**config.mk**
```make
export PLATFORM = sky130hd
export DESIGN_NAME = fc_neuron_core_flat
export DESIGN_NICKNAME = d
export VERILOG_FILES = /design/src/rtl/fc_neuron_core_pkg.sv /design/src/rtl/fc_neuron_core_if.sv /design/src/rtl/fc_neuron_core_dot_lanes.sv /design/src/rtl/fc_neuron_core.sv /design/src/flat_wrapper.sv
export SDC_FILE = /design/constraint.sdc
export NUM_CORES = 2
export LEC_CHECK = 0
export CORE_MARGIN = 2
export CORE_UTILIZATION = 35
export DETAILED_ROUTE_END_ITERATION = 10
export PLACE_DENSITY = 0.58
export RECOVER_POWER = 25
export SETUP_SLACK_MARGIN = 0.1
export SLEW_MARGIN = 10
export SYNTH_ARGS = -nofsm -noshare
export SYNTH_HDL_FRONTEND = slang
export SYNTH_HIERARCHICAL = 1
export SYNTH_SLANG_ARGS = --single-unit
```
**constraint.sdc**
```tcl
create_clock -name clk -period 9.17 [get_ports clk]
set_input_delay 1.834 -clock clk [delete_from_list [all_inputs] [get_ports clk]]
set_output_delay 1.834 -clock clk [all_outputs]
set_load 0.01 [all_outputs]
```
**src/rtl/fc_neuron_core_pkg.sv**
```systemverilog
// Shared types and default sizing for the fully-connected neuron datapath.
package fc_neuron_core_pkg;

    localparam int unsigned FC_LANES   = 8;
    localparam int unsigned FC_DW      = 8;
    localparam int unsigned FC_ACC_W   = 32;
    localparam int unsigned FC_OUT_W   = 8;
    localparam int unsigned FC_CNT_W   = 10;
    localparam int unsigned FC_SHIFT_W = 5;

    typedef enum logic [1:0] {
        IDLE  = 2'd0,
        ACCUM = 2'd1,
        FLUSH = 2'd2,
        HOLD  = 2'd3
    } fc_state_t;

    // Sideband carried alongside each beat through the product/sum pipeline.
    typedef struct packed {
        logic first;
        logic last;
    } fc_tag_t;

endpackage

```
**src/rtl/fc_neuron_core_if.sv**
```systemverilog
// Beat input stream and result output stream of the neuron core.
interface fc_neuron_core_if
    import fc_neuron_core_pkg::*;
#(
    parameter int unsigned LANES = FC_LANES,
    parameter int unsigned DW    = FC_DW,
    parameter int unsigned ACC_W = FC_ACC_W,
    parameter int unsigned OUT_W = FC_OUT_W
);

    logic                  in_valid;
    logic                  in_ready;
    logic [LANES*DW-1:0]   in_data;
    logic [LANES*DW-1:0]   in_weight;

    logic                  out_valid;
    logic                  out_ready;
    logic [OUT_W-1:0]      out_data;
    logic [ACC_W-1:0]      out_acc;
    logic                  out_sat;

    modport master (
        output in_valid, in_data, in_weight, out_ready,
        input  in_ready, out_valid, out_data, out_acc, out_sat
    );

    modport slave (
        input  in_valid, in_data, in_weight, out_ready,
        output in_ready, out_valid, out_data, out_acc, out_sat
    );

endinterface

```
**src/rtl/fc_neuron_core_dot_lanes.sv**
```systemverilog
// Per-beat dot product: S1 lane multipliers, S2 adder tree, each with a valid bit.
module fc_neuron_core_dot_lanes
    import fc_neuron_core_pkg::*;
#(
    parameter int unsigned LANES = FC_LANES,
    parameter int unsigned DW    = FC_DW,
    parameter int unsigned ACC_W = FC_ACC_W
) (
    input  logic                    clk,
    input  logic                    rstn,
    input  logic                    in_valid,
    input  fc_tag_t                 in_tag,
    input  logic [LANES*DW-1:0]     in_data,
    input  logic [LANES*DW-1:0]     in_weight,
    output logic                    out_valid,
    output fc_tag_t                 out_tag,
    output logic signed [ACC_W-1:0] out_sum
);

    localparam int unsigned PW = 2 * DW + 1;

    logic signed [PW-1:0]    prod_d [LANES];
    logic signed [PW-1:0]    prod_q [LANES];
    logic                    s1_valid_d, s1_valid_q;
    fc_tag_t                 s1_tag_d, s1_tag_q;
    logic signed [ACC_W-1:0] sum_d, sum_q;
    logic                    s2_valid_d, s2_valid_q;
    fc_tag_t                 s2_tag_d, s2_tag_q;

    // S1: unsigned data (zero-extended) times signed weight, one product per lane.
    always_comb begin : s1_mult
        logic [PW-1:0] d_ext;
        logic [PW-1:0] w_ext;
        s1_valid_d = in_valid;
        s1_tag_d   = in_valid ? in_tag : s1_tag_q;
        for (int i = 0; i < int'(LANES); i++) begin
            d_ext     = PW'(in_data[i*DW +: DW]);
            w_ext     = PW'($signed(in_weight[i*DW +: DW]));
            prod_d[i] = in_valid ? ($signed(d_ext) * $signed(w_ext)) : prod_q[i];
        end
    end

    // S2: heap-ordered binary tree; leaves sit at LANES-1 .. 2*LANES-2.
    always_comb begin : s2_tree
        logic signed [ACC_W-1:0] node [2*LANES-1];
        for (int i = 0; i < int'(LANES); i++) begin
            node[int'(LANES) - 1 + i] = ACC_W'(prod_q[i]);
        end
        for (int i = int'(LANES) - 2; i >= 0; i--) begin
            node[i] = node[2*i+1] + node[2*i+2];
        end
        s2_valid_d = s1_valid_q;
        s2_tag_d   = s1_valid_q ? s1_tag_q : s2_tag_q;
        sum_d      = s1_valid_q ? node[0] : sum_q;
    end

    always_ff @(posedge clk or negedge rstn) begin
        if (!rstn) begin
            s1_valid_q <= 1'b0;
            s1_tag_q   <= '0;
            for (int i = 0; i < int'(LANES); i++) begin
                prod_q[i] <= '0;
            end
            s2_valid_q <= 1'b0;
            s2_tag_q   <= '0;
            sum_q      <= '0;
        end else begin
            s1_valid_q <= s1_valid_d;
            s1_tag_q   <= s1_tag_d;
            for (int i = 0; i < int'(LANES); i++) begin
                prod_q[i] <= prod_d[i];
            end
            s2_valid_q <= s2_valid_d;
            s2_tag_q   <= s2_tag_d;
            sum_q      <= sum_d;
        end
    end

    assign out_valid = s2_valid_q;
    assign out_tag   = s2_tag_q;
    assign out_sum   = sum_q;

endmodule

```
**src/rtl/fc_neuron_core.sv**
```systemverilog
// Fully-connected neuron engine: beat FSM, accumulator and requantiser around the lane dot product.
module fc_neuron_core
    import fc_neuron_core_pkg::*;
#(
    parameter int unsigned LANES = FC_LANES,
    parameter int unsigned DW    = FC_DW,
    parameter int unsigned ACC_W = FC_ACC_W,
    parameter int unsigned OUT_W = FC_OUT_W,
    parameter int unsigned CNT_W = FC_CNT_W
) (
    input  logic                  clk,
    input  logic                  rstn,
    input  logic [CNT_W-1:0]      cfg_beats,
    input  logic [FC_SHIFT_W-1:0] cfg_shift,
    input  logic                  cfg_relu,
    input  logic [ACC_W-1:0]      bias,
    fc_neuron_core_if.slave       bus,
    output logic                  busy
);

    localparam logic signed [ACC_W:0] SAT_MAX = (ACC_W+1)'((2 ** (OUT_W - 1)) - 1);
    localparam logic signed [ACC_W:0] SAT_MIN = ~SAT_MAX;

    fc_state_t               state_d, state_q;
    logic [CNT_W-1:0]        beat_cnt_d, beat_cnt_q;
    logic [CNT_W-1:0]        beats_d, beats_q;
    logic [FC_SHIFT_W-1:0]   shift_d, shift_q;
    logic                    relu_d, relu_q;
    logic signed [ACC_W-1:0] bias_d, bias_q;
    logic                    in_ready_d, in_ready_q;
    logic                    busy_d, busy_q;

    logic signed [ACC_W-1:0] acc_d, acc_q;
    logic                    s3_valid_d, s3_valid_q;
    logic                    s3_last_d, s3_last_q;

    logic                    out_valid_d, out_valid_q;
    logic [OUT_W-1:0]        out_data_d, out_data_q;
    logic [ACC_W-1:0]        out_acc_d, out_acc_q;
    logic                    out_sat_d, out_sat_q;

    logic                    in_fire, res_fire, out_fire, beat_last;
    logic [CNT_W-1:0]        beats_eff;
    fc_tag_t                 beat_tag;
    logic                    dot_valid;
    fc_tag_t                 dot_tag;
    logic signed [ACC_W-1:0] dot_sum;

    logic signed [ACC_W-1:0] r_val;
    logic signed [ACC_W:0]   r_ext, rnd, q_ext, q_clip;
    logic                    q_sat;

    assign in_fire   = bus.in_valid & in_ready_q;
    assign res_fire  = s3_valid_q & s3_last_q;
    assign out_fire  = out_valid_q & bus.out_ready;
    assign beats_eff = (cfg_beats == '0) ? CNT_W'(1) : cfg_beats;
    assign beat_last = (state_q == IDLE) ? (beats_eff == CNT_W'(1))
                                         : (beat_cnt_q == beats_q - CNT_W'(1));
    assign beat_tag  = '{first: (state_q == IDLE), last: beat_last};

    fc_neuron_core_dot_lanes #(
        .LANES (LANES),
        .DW    (DW),
        .ACC_W (ACC_W)
    ) u_dot (
        .clk       (clk),
        .rstn      (rstn),
        .in_valid  (in_fire),
        .in_tag    (beat_tag),
        .in_data   (bus.in_data),
        .in_weight (bus.in_weight),
        .out_valid (dot_valid),
        .out_tag   (dot_tag),
        .out_sum   (dot_sum)
    );

    // Neuron sequencing; configuration is captured with the first beat only.
    always_comb begin : fsm_next
        state_d    = state_q;
        beat_cnt_d = beat_cnt_q;
        beats_d    = beats_q;
        shift_d    = shift_q;
        relu_d     = relu_q;
        bias_d     = bias_q;
        case (state_q)
            IDLE: begin
                if (in_fire) begin
                    beats_d    = beats_eff;
                    shift_d    = cfg_shift;
                    relu_d     = cfg_relu;
                    bias_d     = $signed(bias);
                    beat_cnt_d = CNT_W'(1);
                    state_d    = beat_last ? FLUSH : ACCUM;
                end
            end
            ACCUM: begin
                if (in_fire) begin
                    beat_cnt_d = beat_cnt_q + CNT_W'(1);
                    if (beat_last) begin
                        beat_cnt_d = '0;
                        state_d    = FLUSH;
                    end
                end
            end
            FLUSH: begin
                if (res_fire) state_d = HOLD;
            end
            HOLD: begin
                if (out_fire) state_d = IDLE;
            end
            default: state_d = IDLE;
        endcase
        in_ready_d = (state_d == IDLE) || (state_d == ACCUM);
        busy_d     = (state_d != IDLE);
    end

    // S3: the first beat of a neuron restarts the running sum.
    always_comb begin : accum_next
        s3_valid_d = dot_valid;
        s3_last_d  = dot_valid ? dot_tag.last : s3_last_q;
        acc_d      = acc_q;
        if (dot_valid) begin
            acc_d = dot_tag.first ? dot_sum : (acc_q + dot_sum);
        end
    end

    // Rounding shift is done one bit wider so the half-LSB add cannot overflow.
    always_comb begin : requant
        r_val = bias_q + acc_q;
        r_ext = (ACC_W+1)'(r_val);
        rnd   = (shift_q == '0) ? '0 : ((ACC_W+1)'(1) << (shift_q - FC_SHIFT_W'(1)));
        q_ext = (r_ext + rnd) >>> shift_q;
        q_sat = 1'b0;
        if (relu_q && q_ext[ACC_W]) begin
            q_clip = '0;
        end else if (q_ext > SAT_MAX) begin
            q_clip = SAT_MAX;
            q_sat  = 1'b1;
        end else if (q_ext < SAT_MIN) begin
            q_clip = SAT_MIN;
            q_sat  = 1'b1;
        end else begin
            q_clip = q_ext;
        end
    end

    // S4: result register, held until the downstream handshake.
    always_comb begin : result_next
        out_valid_d = out_valid_q;
        out_data_d  = out_data_q;
        out_acc_d   = out_acc_q;
        out_sat_d   = out_sat_q;
        if (res_fire) begin
            out_valid_d = 1'b1;
            out_data_d  = OUT_W'(q_clip);
            out_acc_d   = r_val;
            out_sat_d   = q_sat;
        end else if (out_fire) begin
            out_valid_d = 1'b0;
        end
    end

    always_ff @(posedge clk or negedge rstn) begin
        if (!rstn) begin
            state_q     <= IDLE;
            beat_cnt_q  <= '0;
            beats_q     <= '0;
            shift_q     <= '0;
            relu_q      <= 1'b0;
            bias_q      <= '0;
            in_ready_q  <= 1'b1;
            busy_q      <= 1'b0;
            acc_q       <= '0;
            s3_valid_q  <= 1'b0;
            s3_last_q   <= 1'b0;
            out_valid_q <= 1'b0;
            out_data_q  <= '0;
            out_acc_q   <= '0;
            out_sat_q   <= 1'b0;
        end else begin
            state_q     <= state_d;
            beat_cnt_q  <= beat_cnt_d;
            beats_q     <= beats_d;
            shift_q     <= shift_d;
            relu_q      <= relu_d;
            bias_q      <= bias_d;
            in_ready_q  <= in_ready_d;
            busy_q      <= busy_d;
            acc_q       <= acc_d;
            s3_valid_q  <= s3_valid_d;
            s3_last_q   <= s3_last_d;
            out_valid_q <= out_valid_d;
            out_data_q  <= out_data_d;
            out_acc_q   <= out_acc_d;
            out_sat_q   <= out_sat_d;
        end
    end

    assign bus.in_ready  = in_ready_q;
    assign bus.out_valid = out_valid_q;
    assign bus.out_data  = out_data_q;
    assign bus.out_acc   = out_acc_q;
    assign bus.out_sat   = out_sat_q;
    assign busy          = busy_q;

endmodule

```
**src/flat_wrapper.sv**
```systemverilog
// flat-port wrapper written by rule: the top's interface ports become plain ports
module fc_neuron_core_flat import fc_neuron_core_pkg::*;
#(
    parameter int unsigned LANES = FC_LANES,
    parameter int unsigned DW    = FC_DW,
    parameter int unsigned ACC_W = FC_ACC_W,
    parameter int unsigned OUT_W = FC_OUT_W,
    parameter int unsigned CNT_W = FC_CNT_W
)
  (clk, rstn, cfg_beats, cfg_shift, cfg_relu, bias, busy, bus_in_valid, bus_in_data, bus_in_weight, bus_out_ready, bus_in_ready, bus_out_valid, bus_out_data, bus_out_acc, bus_out_sat);
  fc_neuron_core_if #(.LANES(LANES), .DW(DW), .ACC_W(ACC_W), .OUT_W(OUT_W)) bus_i ();
  input  logic clk;
  input  logic rstn;
  input  logic [CNT_W-1:0] cfg_beats;
  input  logic [FC_SHIFT_W-1:0] cfg_shift;
  input  logic cfg_relu;
  input  logic [ACC_W-1:0] bias;
  output logic busy;
  input wire logic [$bits(bus_i.in_valid)-1:0] bus_in_valid;
  input wire logic [$bits(bus_i.in_data)-1:0] bus_in_data;
  input wire logic [$bits(bus_i.in_weight)-1:0] bus_in_weight;
  input wire logic [$bits(bus_i.out_ready)-1:0] bus_out_ready;
  output wire logic [$bits(bus_i.in_ready)-1:0] bus_in_ready;
  output wire logic [$bits(bus_i.out_valid)-1:0] bus_out_valid;
  output wire logic [$bits(bus_i.out_data)-1:0] bus_out_data;
  output wire logic [$bits(bus_i.out_acc)-1:0] bus_out_acc;
  output wire logic [$bits(bus_i.out_sat)-1:0] bus_out_sat;
  assign bus_i.in_valid = bus_in_valid;
  assign bus_i.in_data = bus_in_data;
  assign bus_i.in_weight = bus_in_weight;
  assign bus_i.out_ready = bus_out_ready;
  assign bus_in_ready = bus_i.in_ready;
  assign bus_out_valid = bus_i.out_valid;
  assign bus_out_data = bus_i.out_data;
  assign bus_out_acc = bus_i.out_acc;
  assign bus_out_sat = bus_i.out_sat;
  fc_neuron_core #(.LANES(LANES), .DW(DW), .ACC_W(ACC_W), .OUT_W(OUT_W), .CNT_W(CNT_W)) u_core (.clk(clk), .rstn(rstn), .cfg_beats(cfg_beats), .cfg_shift(cfg_shift), .cfg_relu(cfg_relu), .bias(bias), .bus(bus_i), .busy(busy));
endmodule
```
==> metrics.csv <==
metric;value;unit
outcome;finished with violations;
failing checks;capacitance limit, slew limit;
number of cells produced by synthesis;4680;
Crit Path Max Fanout;8;
data arrival time at the worst-slack endpoint;8.25;ns
Net count, final;5863;
site row count;125;
Worst setup SP type;flip-flop;
vias in the first global route;33200;
kind of end point of the critical path;flip-flop;
sequential-to-total area share from yosys stat;18.4;%
RSZ-0062 raised after global routing;no;
drt initial violations;1820;
# port buffers;223;
hold path depth;2;
Worst Max-Slew Pin Slew;5.77;ns
number of primary I/O pins;224;
most repeated library cell on the critical path;a21oi_1;
Total Wirelength;111000;microns
proportion of synthesized flip-flops having asynchronous set or reset;100;%
worst clock skew;0.0311;ns
Die Height;346;microns
launching point of the worst reg2reg path;u_core/acc_q[0];
reg-to-reg slack, setup;1.27;ns
part of the cycle the worst path needs;86.2;%
commonest non-fill, non-tap cell in the layout;inv_1;
cell at the root of the clock tree;clkbuf_16;
path type of the worst min-delay path;flip-flop to flip-flop;
maximum buffer depth of the clock tree;3;
fmax;127;MHz
# clock sinks;300;
routed length per placed instance;17.3;microns
Crit Path Class;flip-flop to flip-flop;
Net Count, Synth;5724;
pin count of the biggest net entering global routing;164;
Gates resized, CTS repair;0;
Detail Route Antenna Nets;0;
Critical Path RT;9.52;ns
final HPWL from detailed placement;89400;microns
width of the die;346;microns
post-CTS setup buffer count;0;
largest incremental delay on the critical path;0.53;ns
initial antenna violation count;2;
fraction of final layout cells with drive strength greater than 1;5.18;%
register bit total from synthesis;300;
post-synthesis cell area;40900;sq um
# fillers;11800;
total CTS buffers;40;
hold buffers post-CTS;0;
Post-synth EDFFs;0;
mean cell area of the mapped netlist;8.74;sq um
All-Layer GR Usage;18.5;%
reported max-cap violation count;3;
post-DR vias/cell;5.10;
setup tns final;0;ns
final setup violation count;0;
total DRC errors in the routed layout;0;
Hold Fails Final Rpt;0;
min-delay src;u_core/bus.out_acc[1];
final number of max-transition violations;211;
Layout Area Growth over Synthesis;12.3;%
CTS clock-pin slew for the worst setup and hold paths;0.06;ns
insertion delay to the later sink of the worst-skew pair;0.59;ns
Worst R2R End;u_core/bus.out_sat;
final critical-path required period;7.90;ns
leading cell types in the layout, fill and taps excluded;inv_1, nand2_1, ha_1;
total number of vias;32500;
worst min-delay path endpoint;u_core/bus.out_acc[1];
dominant register cell in the synthesized netlist;dfrtp_1;
first-pass iteration count of the detailed router;7;
unique cell type count in the Yosys netlist;110;
Routability Congestion;0.906;
path depth of the worst reg2reg path;30;
Starting Density;35.2;%
number of H-tree branching levels;2;
global-route wire length before repair;180000;microns
GRT Residual Overflow;0;
DIE AREA;120000;sq um
headroom to the max-slew limit;-285;%
Syn. warnings;6;
Critical-path top delay cell;nor3_1;
Core Box Area;116000;sq um
clock tree from TritonCTS;done;
synth_stat cells, drive strengths merged (14+ instances only):
library cell | number | area [sq um]
nand2b | 78 | 488
clkbuf | 91 | 343
o211ai | 32 | 250
and3 | 33 | 211
o311ai | 14 | 123
a21oi | 251 | 1270
o2111ai | 14 | 123
xnor2 | 116 | 1030
o21a | 24 | 180
nand4 | 24 | 165
mux2 | 83 | 938
buf | 54 | 303
a211oi | 35 | 273
nor3 | 59 | 295
or3 | 25 | 156
a31oi | 37 | 253
a21o | 69 | 518
a211o | 18 | 158
mux2i | 52 | 521
dfrtp | 299 | 7480
nor2b | 30 | 188
and2 | 272 | 1700
o21ai | 204 | 1030
inv | 707 | 2660
o31ai | 24 | 225
nor2 | 267 | 1000
o21bai | 18 | 135
nand2 | 531 | 1990
ha | 460 | 5760
fa | 404 | 8090
xor2 | 42 | 375
nand3 | 74 | 375
routing by layer:
metal	track usage (%)	vias to the layer above	part of all wire, %	wire length, microns
met4	3.13	2	1.5	1650
met1	23.9	15900	45	49300
met3	1.93	96	3.4	3810
met2	33.5	533	50	55800
met5	0	-	0.012	13
li1	-	15900	-	-
worst max path at each step:
stage | end | cells past startpoint | startpoint
floorplan | u_core/bus.out_sat | 30 | u_core/acc_q[0]
global route | u_core/bus.out_sat | 30 | u_core/acc_q[0]
global placement | u_core/bus.out_sat | 30 | u_core/acc_q[0]
CTS | u_core/bus.out_sat | 30 | u_core/acc_q[0]
detailed placement | u_core/bus.out_sat | 30 | u_core/acc_q[0]
finish | u_core/bus.out_sat | 30 | u_core/acc_q[0]
stage by stage:
| step | utilization (%) | worst slack [ns] | instance area (sq um) | hold WS (ns) | cells |
|---|---|---|---|---|---|
| 4_1_cts | 39.6 | 1.36 | 45900 | 0.487 | 6373 |
| 3_5_place_dp | 38.4 | 1.36 | 44600 | 0.471 | 6301 |
| 5_1_grt | 39.6 | 0.472 | 45900 | 0.509 | 6373 |
| 2_1_floorplan | - | 2.75 | 40900 | 0.397 | 4680 |
| 6_report | 39.6 | 1.27 | 45900 | 0.479 | 6376 |
| 3_3_place_gp | 38.4 | 1.30 | 44600 | 0.464 | 6301 |
worst max-delay path: cells and delay by family, from the launching register on:
family                   cells  cell delay (ns)
AO/OA/AOI/OAI               18             4.16
flip-flops                   1             0.39
XOR/XNOR                     1             0.19
AND/OR/NAND/NOR              8             1.95
adder cells (fa/ha/maj)      3             0.98
state kept, by name, indices dropped and copies added, names as in the netlist, 2 cells and up:
name	flops
u_core/beat_cnt_q	10
u_core/acc_q	32
u_core/u_dot/out_tag	2
u_core/beats_q	10
u_core/bus.out_acc	32
u_core/state_q	2
u_core/shift_q	5
u_core/u_dot/s1_tag_q	2
u_core/u_dot/prod_q	136
u_core/bus.out_data	8
u_core/u_dot/out_sum	20
u_core/bias_q	32
final cells by class:
cell class                      instances  area [sq um]  share of cell area (%)
Tap cell                             1524          1910                    4.15
Antenna cell                            3          7.51                  0.0163
Sequential cell                       300          7510                    16.3
Timing Repair Buffer                  242          2390                    5.19
Clock buffer                           55          1150                    2.50
Inverter                              708          2670                    5.80
Multi-Input combinational cell       3527         30100                    65.5
Clock inverter                         17           226                   0.493
kinds of logic after synthesis:
kind of cell,synth area share [%]
compound gates,14.4
xor+xnor,3.44
fa+ha+maj,33.9
buf+inv,8.08
flops,18.4
mux,4.23
other cells,0.00917
simple gates,17.6
Power is left out: the tool's default activity adds up to more than one toggle a clock period on the data nets, which glitch-free logic cannot reach.
